$ cat src/rtl/pipeline_hazard_ctrl.sv
// Pipeline stall/flush controller: memory wait, halt, branch flush and data-hazard bubbles.
// Build option: HAZARD_FORWARD_EN limits data hazards to load-use (forwarding covers the rest).
module pipeline_hazard_ctrl (
   input  logic        CLK,
   input  logic        RST,
   input  logic        ihit,
   input  logic        dhit,
   input  logic [4:0]  Rs_IF_ID,
   input  logic [4:0]  Rt_IF_ID,
   input  logic        uses_rt_IF_ID,
   input  logic        WEN_ID_EX,
   input  logic        dREN_ID_EX,
   input  logic [4:0]  wsel_ID_EX,
   input  logic        WEN_EX_MEM,
   input  logic        dREN_EX_MEM,
   input  logic        dWEN_EX_MEM,
   input  logic [4:0]  wsel_EX_MEM,
   input  logic        branch_taken_EX,
   input  logic        halt_EX_MEM,
   output logic        pc_en,
   output logic        enable_IF_ID,
   output logic        flush_IF_ID,
   output logic        enable_ID_EX,
   output logic        flush_ID_EX,
   output logic        enable_EX_MEM,
   output logic        flush_EX_MEM,
   output logic        enable_MEM_WB,
   output logic        halted,
   output logic [15:0] stall_cycles
);

   typedef enum logic [1:0] {RUN, MEM_WAIT, HALT} state_t;

   state_t      state_q, state_d;
   logic        halted_q;
   logic [15:0] stall_q, stall_d;

   logic mem_stall, run_cyc;
   logic rs_ex, rt_ex, load_use, data_haz;

   assign mem_stall = (dREN_EX_MEM | dWEN_EX_MEM) & ~dhit;

   assign rs_ex    = (wsel_ID_EX == Rs_IF_ID);
   assign rt_ex    = uses_rt_IF_ID & (wsel_ID_EX == Rt_IF_ID);
   assign load_use = dREN_ID_EX & WEN_ID_EX & (wsel_ID_EX != 5'd0) & (rs_ex | rt_ex);

`ifdef HAZARD_FORWARD_EN
   assign data_haz = load_use;
`else
   logic rs_mem, rt_mem, raw_ex, raw_mem;
   assign rs_mem   = (wsel_EX_MEM == Rs_IF_ID);
   assign rt_mem   = uses_rt_IF_ID & (wsel_EX_MEM == Rt_IF_ID);
   assign raw_ex   = WEN_ID_EX & (wsel_ID_EX != 5'd0) & (rs_ex | rt_ex);
   assign raw_mem  = WEN_EX_MEM & (wsel_EX_MEM != 5'd0) & (rs_mem | rt_mem);
   assign data_haz = load_use | raw_ex | raw_mem;
`endif

   // A MEM_WAIT cycle that sees dhit behaves exactly like a RUN cycle.
   assign run_cyc = ~RST & ((state_q == RUN) | ((state_q == MEM_WAIT) & dhit));

   always_comb begin
      state_d       = state_q;
      pc_en         = 1'b0;
      enable_IF_ID  = 1'b0;
      flush_IF_ID   = 1'b0;
      enable_ID_EX  = 1'b0;
      flush_ID_EX   = 1'b0;
      enable_EX_MEM = 1'b0;
      flush_EX_MEM  = 1'b0;
      enable_MEM_WB = 1'b0;
      if (RST) begin
         state_d = RUN;
      end else if (run_cyc) begin
         state_d = RUN;
         if (mem_stall) begin
            state_d = MEM_WAIT;
         end else if (halt_EX_MEM) begin
            state_d       = HALT;
            enable_MEM_WB = 1'b1;
            flush_EX_MEM  = 1'b1;
         end else if (branch_taken_EX) begin
            pc_en         = 1'b1;
            enable_IF_ID  = 1'b1;
            flush_IF_ID   = 1'b1;
            enable_ID_EX  = 1'b1;
            flush_ID_EX   = 1'b1;
            enable_EX_MEM = 1'b1;
            enable_MEM_WB = 1'b1;
         end else if (data_haz | ~ihit) begin
            // Hold PC and IF/ID, push a bubble into ID/EX, let the rest drain.
            enable_ID_EX  = 1'b1;
            flush_ID_EX   = 1'b1;
            enable_EX_MEM = 1'b1;
            enable_MEM_WB = 1'b1;
         end else begin
            pc_en         = 1'b1;
            enable_IF_ID  = 1'b1;
            enable_ID_EX  = 1'b1;
            enable_EX_MEM = 1'b1;
            enable_MEM_WB = 1'b1;
         end
      end
   end

   always_comb begin
      stall_d = stall_q;
      if ((state_q != HALT) && !pc_en && (stall_q != 16'hFFFF))
         stall_d = stall_q + 16'd1;
   end

   always_ff @(posedge CLK) begin
      if (RST) begin
         state_q  <= RUN;
         halted_q <= 1'b0;
         stall_q  <= 16'd0;
      end else begin
         state_q  <= state_d;
         halted_q <= (state_d == HALT);
         stall_q  <= stall_d;
      end
   end

   assign halted       = halted_q;
   assign stall_cycles = stall_q;

endmodule

$ cat config.mk
export PLATFORM = sky130hd
export DESIGN_NAME = pipeline_hazard_ctrl
export DESIGN_NICKNAME = d
export VERILOG_FILES = /design/src/rtl/pipeline_hazard_ctrl.sv
export SDC_FILE = /design/constraint.sdc
export NUM_CORES = 1
export LEC_CHECK = 0
export CAP_MARGIN = 20
export CELL_PAD_IN_SITES_DETAIL_PLACEMENT = 0
export CELL_PAD_IN_SITES_GLOBAL_PLACEMENT = 1
export CORE_MARGIN = 3
export CORE_UTILIZATION = 34
export CTS_CLUSTER_DIAMETER = 120
export DETAILED_ROUTE_END_ITERATION = 6
export MAX_ROUTING_LAYER = met4
export PLACE_DENSITY = 0.9
export SYNTH_ARGS = -nofsm -noshare
export SYNTH_HDL_FRONTEND = slang
export SYNTH_SLANG_ARGS = --single-unit
$ cat constraint.sdc
create_clock -name CLK -period 4.9 [get_ports CLK]
set_input_delay 0.735 -clock CLK [delete_from_list [all_inputs] [get_ports CLK]]
set_output_delay 0.735 -clock CLK [all_outputs]
set_load 0.05 [all_outputs]
* After elaboration in Yosys (flattened, before gate mapping) *
Index checks and enable logic that the tools add are counted.

storage, ports and cells
  bits in registers = 19
  word-level logic and storage cells = 72
  input port bits = 32

cells by class
  bitwise operators = 22
  reductions and logical operators = 6
  add/subtract/negate cells = 1
  equality and inequality tests = 8
  mux-type cells = 32

operator list
  cell                     count
  $mux W1                  28
  $eq A5 B5 Y1             4
  $add A16 B1 Y16 const B  1
  $ne A16 B16 Y1 const B   1
  $and A1 B1 Y1            12
  $reduce_bool A5 Y1       2
  $mux W2                  4
  $or A1 B1 Y1             7
  $not A1 Y1               3
  $eq A2 B1 Y1 const B     1
  $eq A2 B2 Y1 const B     1
  $logic_and A1 B1 Y1      2
  $logic_not A2 Y1         1
  $ne A2 B2 Y1 const B     1
  $logic_not A1 Y1         1

* Logic depth before layout (Yosys ltp) *
Gate-level depths: netlist of the first run.

  depth after elaboration = 16
  depth in mapped cells = 8

* Least setup slack after synthesis of the first run *
Ideal clock, no wire load.

  kind = input to output
  start point = input port dWEN_EX_MEM
  end point = output port flush_ID_EX
  stages = 5
  required time = 4.165 ns
  buffers on the path = 1
  slack = 1.073 ns
  arrival time = 3.092 ns
  cells stage by stage = or3_4 and2_1 nor3_4 buf_4 a21boi_0

between the ends
  word-level cells in the longest chain between the ends = 5

RTL lines
  what           line  source
  from (decl)    16    input logic dWEN_EX_MEM,
  $or A1 B1 Y1   41    assign mem_stall = (dREN_EX_MEM | dWEN_EX_MEM) & ~dhit;
  $and A1 B1 Y1  41
  $mux W1        75    if (mem_stall) begin
  $mux W1        73    end else if (run_cyc) begin
  $mux W1        71    if (RST) begin
  to (decl)      24    output logic flush_ID_EX,

Every way passes these cells.

* Final worst setup path of the first run *
  start point = input port wsel_EX_MEM[0]
  end point = output port pc_en

between the ends
  word-level cells in the longest chain between the ends = 12
  elaborated cells between the ends (all ways) = 15

RTL lines
  what             line  source
  from (decl)      17    input logic [4:0] wsel_EX_MEM,
  $eq A5 B5 Y1     52    assign rt_mem = uses_rt_IF_ID & (wsel_EX_MEM == Rt_IF_ID);
  $and A1 B1 Y1    52
  $or A1 B1 Y1     54    assign raw_mem = WEN_EX_MEM & (wsel_EX_MEM != 5'd0) & (rs_mem | rt_mem);
  $and A1 B1 Y1 *  54
  $or A1 B1 Y1 *   55    assign data_haz = load_use | raw_ex | raw_mem;
  $or A1 B1 Y1 *   89    end else if (data_haz | ~ihit) begin
  $mux W1 *        89
  $mux W1 *        81    end else if (branch_taken_EX) begin
  $mux W1 *        77    end else if (halt_EX_MEM) begin
  $mux W1 *        75
  $mux W1 *        73
  $mux W1 *        71
  to (decl)        20    output logic pc_en,

Every way passes the cells marked *; elsewhere a longest branch is shown, timed or not.

==> flow_summary.ini, run 1 <==
[critical_path]
critPathCaptureType = output pin
path_cells = clkdlybuf4s50_1 -> or4_1 -> o21ai_1 -> o221a_4 -> o21a_1 -> clkdlybuf4s50_1
worstPathRequired_ns = 4.16
path_max_fanout = 17
slowest_delay_ns = 0.80
timing.critical_path.mode_cell = sky130_fd_sc_hd__clkdlybuf4s50_1
cp.arrival_ns = 3.24
timing.setup.critical_path_class = in -> out
critical_path.slowest_cell = sky130_fd_sc_hd__clkdlybuf4s50_1
critPathLaunchType = input pin
regToRegSetupSlack_ns = 2.66

[clock_tree]
cts.path.max_buffers = 2
ctsHoldBuffers = 0
cts.clk_slew.worst_paths_ns = 0.07
number_of_buffers_inserted_to_repair_setup_after_cts = 0
clock_latency_late_sink_ns = 0.26
cts.repair.resized = 0
cts_inserted_buffers = 3
h-tree-depth = 1
cts.root.buffer_cell = sky130_fd_sc_hd__clkbuf_8
clock_sink_count = 19
clock_tree_from_tritoncts = built

[placement]
numPortBuffers = 55
hpwl_um = 2850
place_congestion = 0.833

[sta]
clock-skew-final_ns = 0.00144
fmax_mhz = 252
rsz_0062_raised_after_global_routing = false
report.final.hold_viol_count = 0
setup_total_negative_slack_ns = 0
setup_violations = 0
worst_pin_slew_ns = 0.883
slew-limit-headroom_pct = 40.4
period_minus_slack_ns = 3.97
final.period_utilization_pct = 81.0
final_max_slew_viol_count = 0

[routing]
drt-vias-per-instance = 5.19
avgRoutedWirePerCell_um = 12.8
ant_nets = 0
dr_total_vias = 1458
route.detailed.drc = 0
dr.pass1.iters = 4
routed_wl_um = 3590
number_of_design_rule_violations_left_by_the_first_detailed_router_iteration = 60

[job]
max-cap-violations = 0

[status]
status = finished, final reports clean

[synthesis]
synth.avg_cell_area_um2 = 8.42
syn_inst = 177
synth.yosys.seq_area_share_pct = 25.5
largest_family_of_logic_cells_by_synthesized_area = simple AND/OR/NAND/NOR gates
synth_compound_area_share_pct = 15.6
synth.cell_area_um2 = 1490
synth.yosys.warnings = 0
synth_simple_gate_area_share_pct = 29.5
synth_fp_nets = 210
yosys.area_share.xor_xnor_pct = 11.8
post-synth-top-area-fraction_pct = 25.5
post_synth_adder_cell_area_pct = 0.840
synth_largest_area_cell = sky130_fd_sc_hd__dfxtp_1
synth.mux.area_fraction_pct = 12.0
post_synth_num_cell_types = 38
postSynthRegisterBits = 19
synthTopCellsByArea = sky130_fd_sc_hd__dfxtp_1 26%, sky130_fd_sc_hd__xor2_1 11%, sky130_fd_sc_hd__mux2_1 7.6%, sky130_fd_sc_hd__nor2_1 6.3%, sky130_fd_sc_hd__nor2b_1 6.3%

[grt]
first_global_vias = 1386
grt_overflow = 0
antenna_violations_before_repair = 0
grt_util_all_layers_pct = 14.7
maximum_number_of_pins_on_one_net_before_global_route_repair = 35
global_route_wire_length_before_repair_um = 6020

[layout]
total_number_of_nets_in_the_final_design = 265
multiInputGateArea_um2 = 1040
regArea_um2 = 380
layout-drive-gt1-share_pct = 8.66
insertedDiodeCount = 0
filler_cell_count = 396
area_delta_synth_final_pct = 42.1
layout.core_utilization_pct = 51.4

[floorplanning]
initial_utilization_pct = 36.2
core.rowCount = 23
core_um2 = 4120
die_height_um = 72.2
die_area_um2 = 5210
dieWidth_um = 72.2
ios = 57

[worst_hold_path]
hp-class = reg -> reg

[power_and_ir_drop]
peakVddDrop_mv = 0.0867
p_leak_nw = 0.811
power.density_nw_per_um2 = 199
-- cell usage after synthesis --
cell type and number:
sky130_fd_sc_hd__nor4_1 3, sky130_fd_sc_hd__a21o_1 1, sky130_fd_sc_hd__nor2b_1 15, sky130_fd_sc_hd__mux2_1 10, sky130_fd_sc_hd__nor2_1 25, sky130_fd_sc_hd__nand2_1 9
sky130_fd_sc_hd__o221a_4 1, sky130_fd_sc_hd__a2111oi_4 2, sky130_fd_sc_hd__nand4_1 8, sky130_fd_sc_hd__a211oi_1 1, sky130_fd_sc_hd__o311ai_0 1, sky130_fd_sc_hd__o21a_1 1
sky130_fd_sc_hd__a32oi_1 2, sky130_fd_sc_hd__ha_1 1, sky130_fd_sc_hd__a21oi_1 12, sky130_fd_sc_hd__buf_6 1, sky130_fd_sc_hd__a2111oi_2 1, sky130_fd_sc_hd__and2_1 2
sky130_fd_sc_hd__o31a_1 1, sky130_fd_sc_hd__or2_4 2, sky130_fd_sc_hd__a21boi_1 1, sky130_fd_sc_hd__inv_1 5, sky130_fd_sc_hd__and3_1 2, sky130_fd_sc_hd__xnor2_1 2
sky130_fd_sc_hd__nor3_1 3, sky130_fd_sc_hd__o21ai_1 2, sky130_fd_sc_hd__mux2i_1 1, sky130_fd_sc_hd__and4_1 1, sky130_fd_sc_hd__dfxtp_1 19, sky130_fd_sc_hd__mux2_2 5
sky130_fd_sc_hd__nand3_1 5, sky130_fd_sc_hd__nor3_4 1, sky130_fd_sc_hd__clkbuf_1 3, sky130_fd_sc_hd__buf_4 4, sky130_fd_sc_hd__a21boi_0 1, sky130_fd_sc_hd__or4_1 4
sky130_fd_sc_hd__xor2_1 18, sky130_fd_sc_hd__or3_4 1
-- power breakdown --
part / switching [W] / leakage [nW] / internal (W)
Sequential: 0.00000793 / 0.154 / 0.000161
Clock: 0.0000554 / 0.0255 / 0.0000566
Combinational: 0.0000776 / 0.631 / 0.0000622
Total: 0.000141 / 0.811 / 0.000280
-- per-stage QoR --
| step | total power (W) | std cells | instance area, um2 | setup WS (ns) | hold WS, ns |
|---|---|---|---|---|---|
| global placement | 0.000311 | 276 | 2070 | 0.924 | 0.520 |
| global route | 0.000443 | 281 | 2120 | 0.767 | 0.582 |
| CTS | 0.000424 | 281 | 2120 | 0.913 | 0.546 |
| finish | 0.000421 | 281 | 2120 | 0.929 | 0.549 |
| detailed placement | 0.000313 | 277 | 2070 | 0.917 | 0.527 |
| floorplan | 0.000257 | 177 | 1490 | 1.07 | 0.509 |
-- layer usage --
layer / global-route usage, % / share of wire, %
met1: 18.6 / 46
met2: 23.8 / 46
met3: 2.77 / 7.4
met4: 4.38 / 1.4
met5: - / 0
-- kinds of logic (layout without fill, tap and decap cells) --
| family | after synthesis | after routing |
|---|---|---|
| buffers and inverters | 13 | 67 |
| multiplexers | 16 | 16 |
| adder cells (fa/ha/maj) | 1 | 1 |
| XOR/XNOR | 20 | 20 |
| AO/OA/AOI/OAI | 27 | 27 |
| flip-flops | 19 | 19 |
| AND/OR/NAND/NOR | 81 | 81 |
-- final cells by class --
cell class	count	share of cell area [%]
Multi-Input combinational cell	145	49.1
Timing Repair Buffer	58	27.0
Sequential cell	19	18.0
Tap cell	50	2.96
Clock buffer	3	1.95
Inverter	5	0.887
Clock inverter	1	0.236
-- worst paths after layout --
check / startpoint / end / depth (start not counted)
hold reg to reg: stall_cycles[1] / stall_cycles[1] / 2
setup reg to reg: stall_cycles[0] / stall_cycles[3] / 8
setup / recovery: wsel_EX_MEM[0] / pc_en / 6
hold / removal: stall_cycles[1] / stall_cycles[1] / 2
-- state kept, by name (all words and copies together) (netlist names) --
signal / cells
halted: 1
stall_cycles: 16
state_q: 2
-- critical path, delay by kind of cell --
kind            cells  cell delay, ns
compound gates      3            0.70
buf+inv             2            1.26
simple gates        1            0.53
-- placed cells by master, fill, tap and decap left out, types with 3 or more instances in the layout --
master / n
sky130_fd_sc_hd__xor2_1: 18
sky130_fd_sc_hd__inv_1: 5
sky130_fd_sc_hd__nor2_1: 25
sky130_fd_sc_hd__dfxtp_1: 19
sky130_fd_sc_hd__mux2_2: 5
sky130_fd_sc_hd__nand2_1: 9
sky130_fd_sc_hd__nand3_1: 5
sky130_fd_sc_hd__clkdlybuf4s50_1: 55
sky130_fd_sc_hd__nor2b_1: 15
sky130_fd_sc_hd__a21oi_1: 12
sky130_fd_sc_hd__nand4_1: 8
sky130_fd_sc_hd__nor4_1: 3
sky130_fd_sc_hd__mux2_1: 10
sky130_fd_sc_hd__clkbuf_8: 3
sky130_fd_sc_hd__or4_1: 4
sky130_fd_sc_hd__nor3_1: 3
(Power assumes the default switching activity.)
==> run 2, diff against run 1 <==
CORE_UTILIZATION = 31   (was 34)
PLACE_DENSITY = 0.84   (was 0.9)
clock period = 3.9 ns   (was 4.9 ns; I/O delays follow)
==> flow_summary.ini, run 2 (synthesized netlist as in run 1, its figures left out) <==
[floorplanning]
ios = 57
core.rowCount = 24
core_um2 = 4500
die_height_um = 75.3
dieWidth_um = 75.3
die_area_um2 = 5670
initial_utilization_pct = 33.1

[critical_path]
crit_reg_reg_endpoint = stall_cycles[4]
critPathCaptureType = output pin
worstPathRequired_ns = 3.31
timing.setup.critical_path_class = in -> out
worstPathBufferInverterCount = 2
path_cells = clkdlybuf4s50_1 -> xor2_1 -> nor4_1 -> a32oi_1 -> o221a_4 -> a21boi_0 -> buf_12
slowest_delay_ns = 0.45
regToRegSetupSlack_ns = 1.70
worst_path_dominant_cell_family = compound AO/OA/AOI/OAI gates
worst_r2r_path_depth = 8
regToRegStartpoint = stall_cycles[0]
critPathLaunchType = input pin
path_max_fanout = 17
critical_path.slowest_cell = sky130_fd_sc_hd__clkdlybuf4s50_1
cp.arrival_ns = 2.61

[worst_hold_path]
hold_path_depth = 2
hp-class = reg -> reg
timing.hold.worst.start = state_q[0]
worst_hold_path.endpoint = state_q[0]

[grt]
maximum_number_of_pins_on_one_net_before_global_route_repair = 34
global_route_wire_length_before_repair_um = 6280
first_global_vias = 1463
antenna_violations_before_repair = 0
grt_util_all_layers_pct = 14.3
grt_overflow = 0

[clock_tree]
clock_latency_late_sink_ns = 0.26
ctsHoldBuffers = 0
cts_inserted_buffers = 3
number_of_buffers_inserted_to_repair_setup_after_cts = 0
clock_sink_count = 19
clock_tree_from_tritoncts = built
h-tree-depth = 1
cts.repair.resized = 0
cts.root.buffer_cell = sky130_fd_sc_hd__clkbuf_8
cts.path.max_buffers = 2
cts.clk_slew.worst_paths_ns = 0.07

[routing]
route.detailed.drc = 0
avgRoutedWirePerCell_um = 13.1
drt-vias-per-instance = 5.13
dr.pass1.iters = 4
ant_nets = 0
number_of_design_rule_violations_left_by_the_first_detailed_router_iteration = 73
routed_wl_um = 3710
dr_total_vias = 1453

[sta]
setup_total_negative_slack_ns = 0
rsz_0062_raised_after_global_routing = false
fmax_mhz = 313
hold-worst-slack_ns = 0.569
slew-limit-headroom_pct = 40.6
clock-skew-final_ns = 0.00635
final.period_utilization_pct = 81.9
final_max_slew_viol_count = 0
setup_violations = 0
worst_pin_slew_ns = 0.880
period_minus_slack_ns = 3.20
report.final.hold_viol_count = 0

[layout]
filler_cell_count = 454
multiInputGateArea_um2 = 1040
regArea_um2 = 380
insertedDiodeCount = 0
largest_register_ffs = 16
mostFrequentLayoutCells = 48 x sky130_fd_sc_hd__clkdlybuf4s50_1, 25 x sky130_fd_sc_hd__nor2_1, 19 x sky130_fd_sc_hd__dfxtp_1
total_number_of_nets_in_the_final_design = 265
mostFrequentLayoutCell = sky130_fd_sc_hd__clkdlybuf4s50_1
final_cell_area_um2 = 2180
layout.core_utilization_pct = 48.3
area_delta_synth_final_pct = 46.1
layout-drive-gt1-share_pct = 11.7

[placement]
placedInstanceArea_um2 = 2130
place_congestion = 0.797
hpwl_um = 2940
numPortBuffers = 55

[status]
status = finished, final reports clean

[power_and_ir_drop]
peakVddDrop_mv = 0.112
p_leak_nw = 0.842
power.density_nw_per_um2 = 245

[job]
max-cap-violations = 0
## run 2: cell types whose count changed in the layout (fill, tap and decap cells not counted), sizes merged
cell,delta
buf,+7
clkdlybuf4s50,-7
## run 2: stage by stage
| step | worst slack [ns] | total power, W | std cells |
|---|---|---|---|
| floorplan | 0.373 | 0.000323 | 177 |
| global placement | 0.720 | 0.000399 | 278 |
| detailed placement | 0.694 | 0.000402 | 279 |
| CTS | 0.693 | 0.000541 | 283 |
| global route | 0.573 | 0.000562 | 283 |
| finish | 0.705 | 0.000533 | 283 |
## run 2: layer usage
metal	part of all wire, %	routed length (um)	GRT usage (%)	vias to the layer above
met3	6.3	232	2.51	3
li1	-	-	-	735
met4	0.49	18	2.72	0
met1	46	1720	18.6	659
met2	47	1740	23.5	56
met5	0	0	-	-
## run 2: how the worst max path moves through the flow
stage / to / start / depth (start not counted) / slack, ns
2_1_floorplan: flush_ID_EX / dWEN_EX_MEM / 5 / 0.37
3_3_place_gp: flush_ID_EX / Rt_IF_ID[2] / 7 / 0.72
3_5_place_dp: flush_ID_EX / wsel_EX_MEM[2] / 7 / 0.69
4_1_cts: flush_ID_EX / wsel_EX_MEM[2] / 7 / 0.69
5_1_grt: flush_ID_EX / wsel_EX_MEM[2] / 7 / 0.57
6_report: flush_ID_EX / Rt_IF_ID[2] / 7 / 0.70
## run 2: final cells by class
type / instances / area share, %
timing repair buffer: 58 / 28.9
multi-input combinational: 145 / 47.7
clock inverter: 1 / 0.230
inverter: 5 / 0.862
clock buffer: 3 / 1.90
sequential: 19 / 17.5
tap: 52 / 2.99
## run 2: report_power, final
part | switching, W | internal [W] | total (W)
registers | 0.00000979 | 0.000202 | 0.000212
logic | 0.000101 | 0.0000840 | 0.000185
clock network | 0.0000646 | 0.0000710 | 0.000136
## run 2: worst reg2reg max path: cells and delay by family, from the launching register on
kind                     cells  cell delay (ns)
AO/OA/AOI/OAI                2             0.53
AND/OR/NAND/NOR              3             0.30
buffers and inverters        1             0.29
adder cells (fa/ha/maj)      1             0.27
flip-flops                   1             0.36
multiplexers                 1             0.34
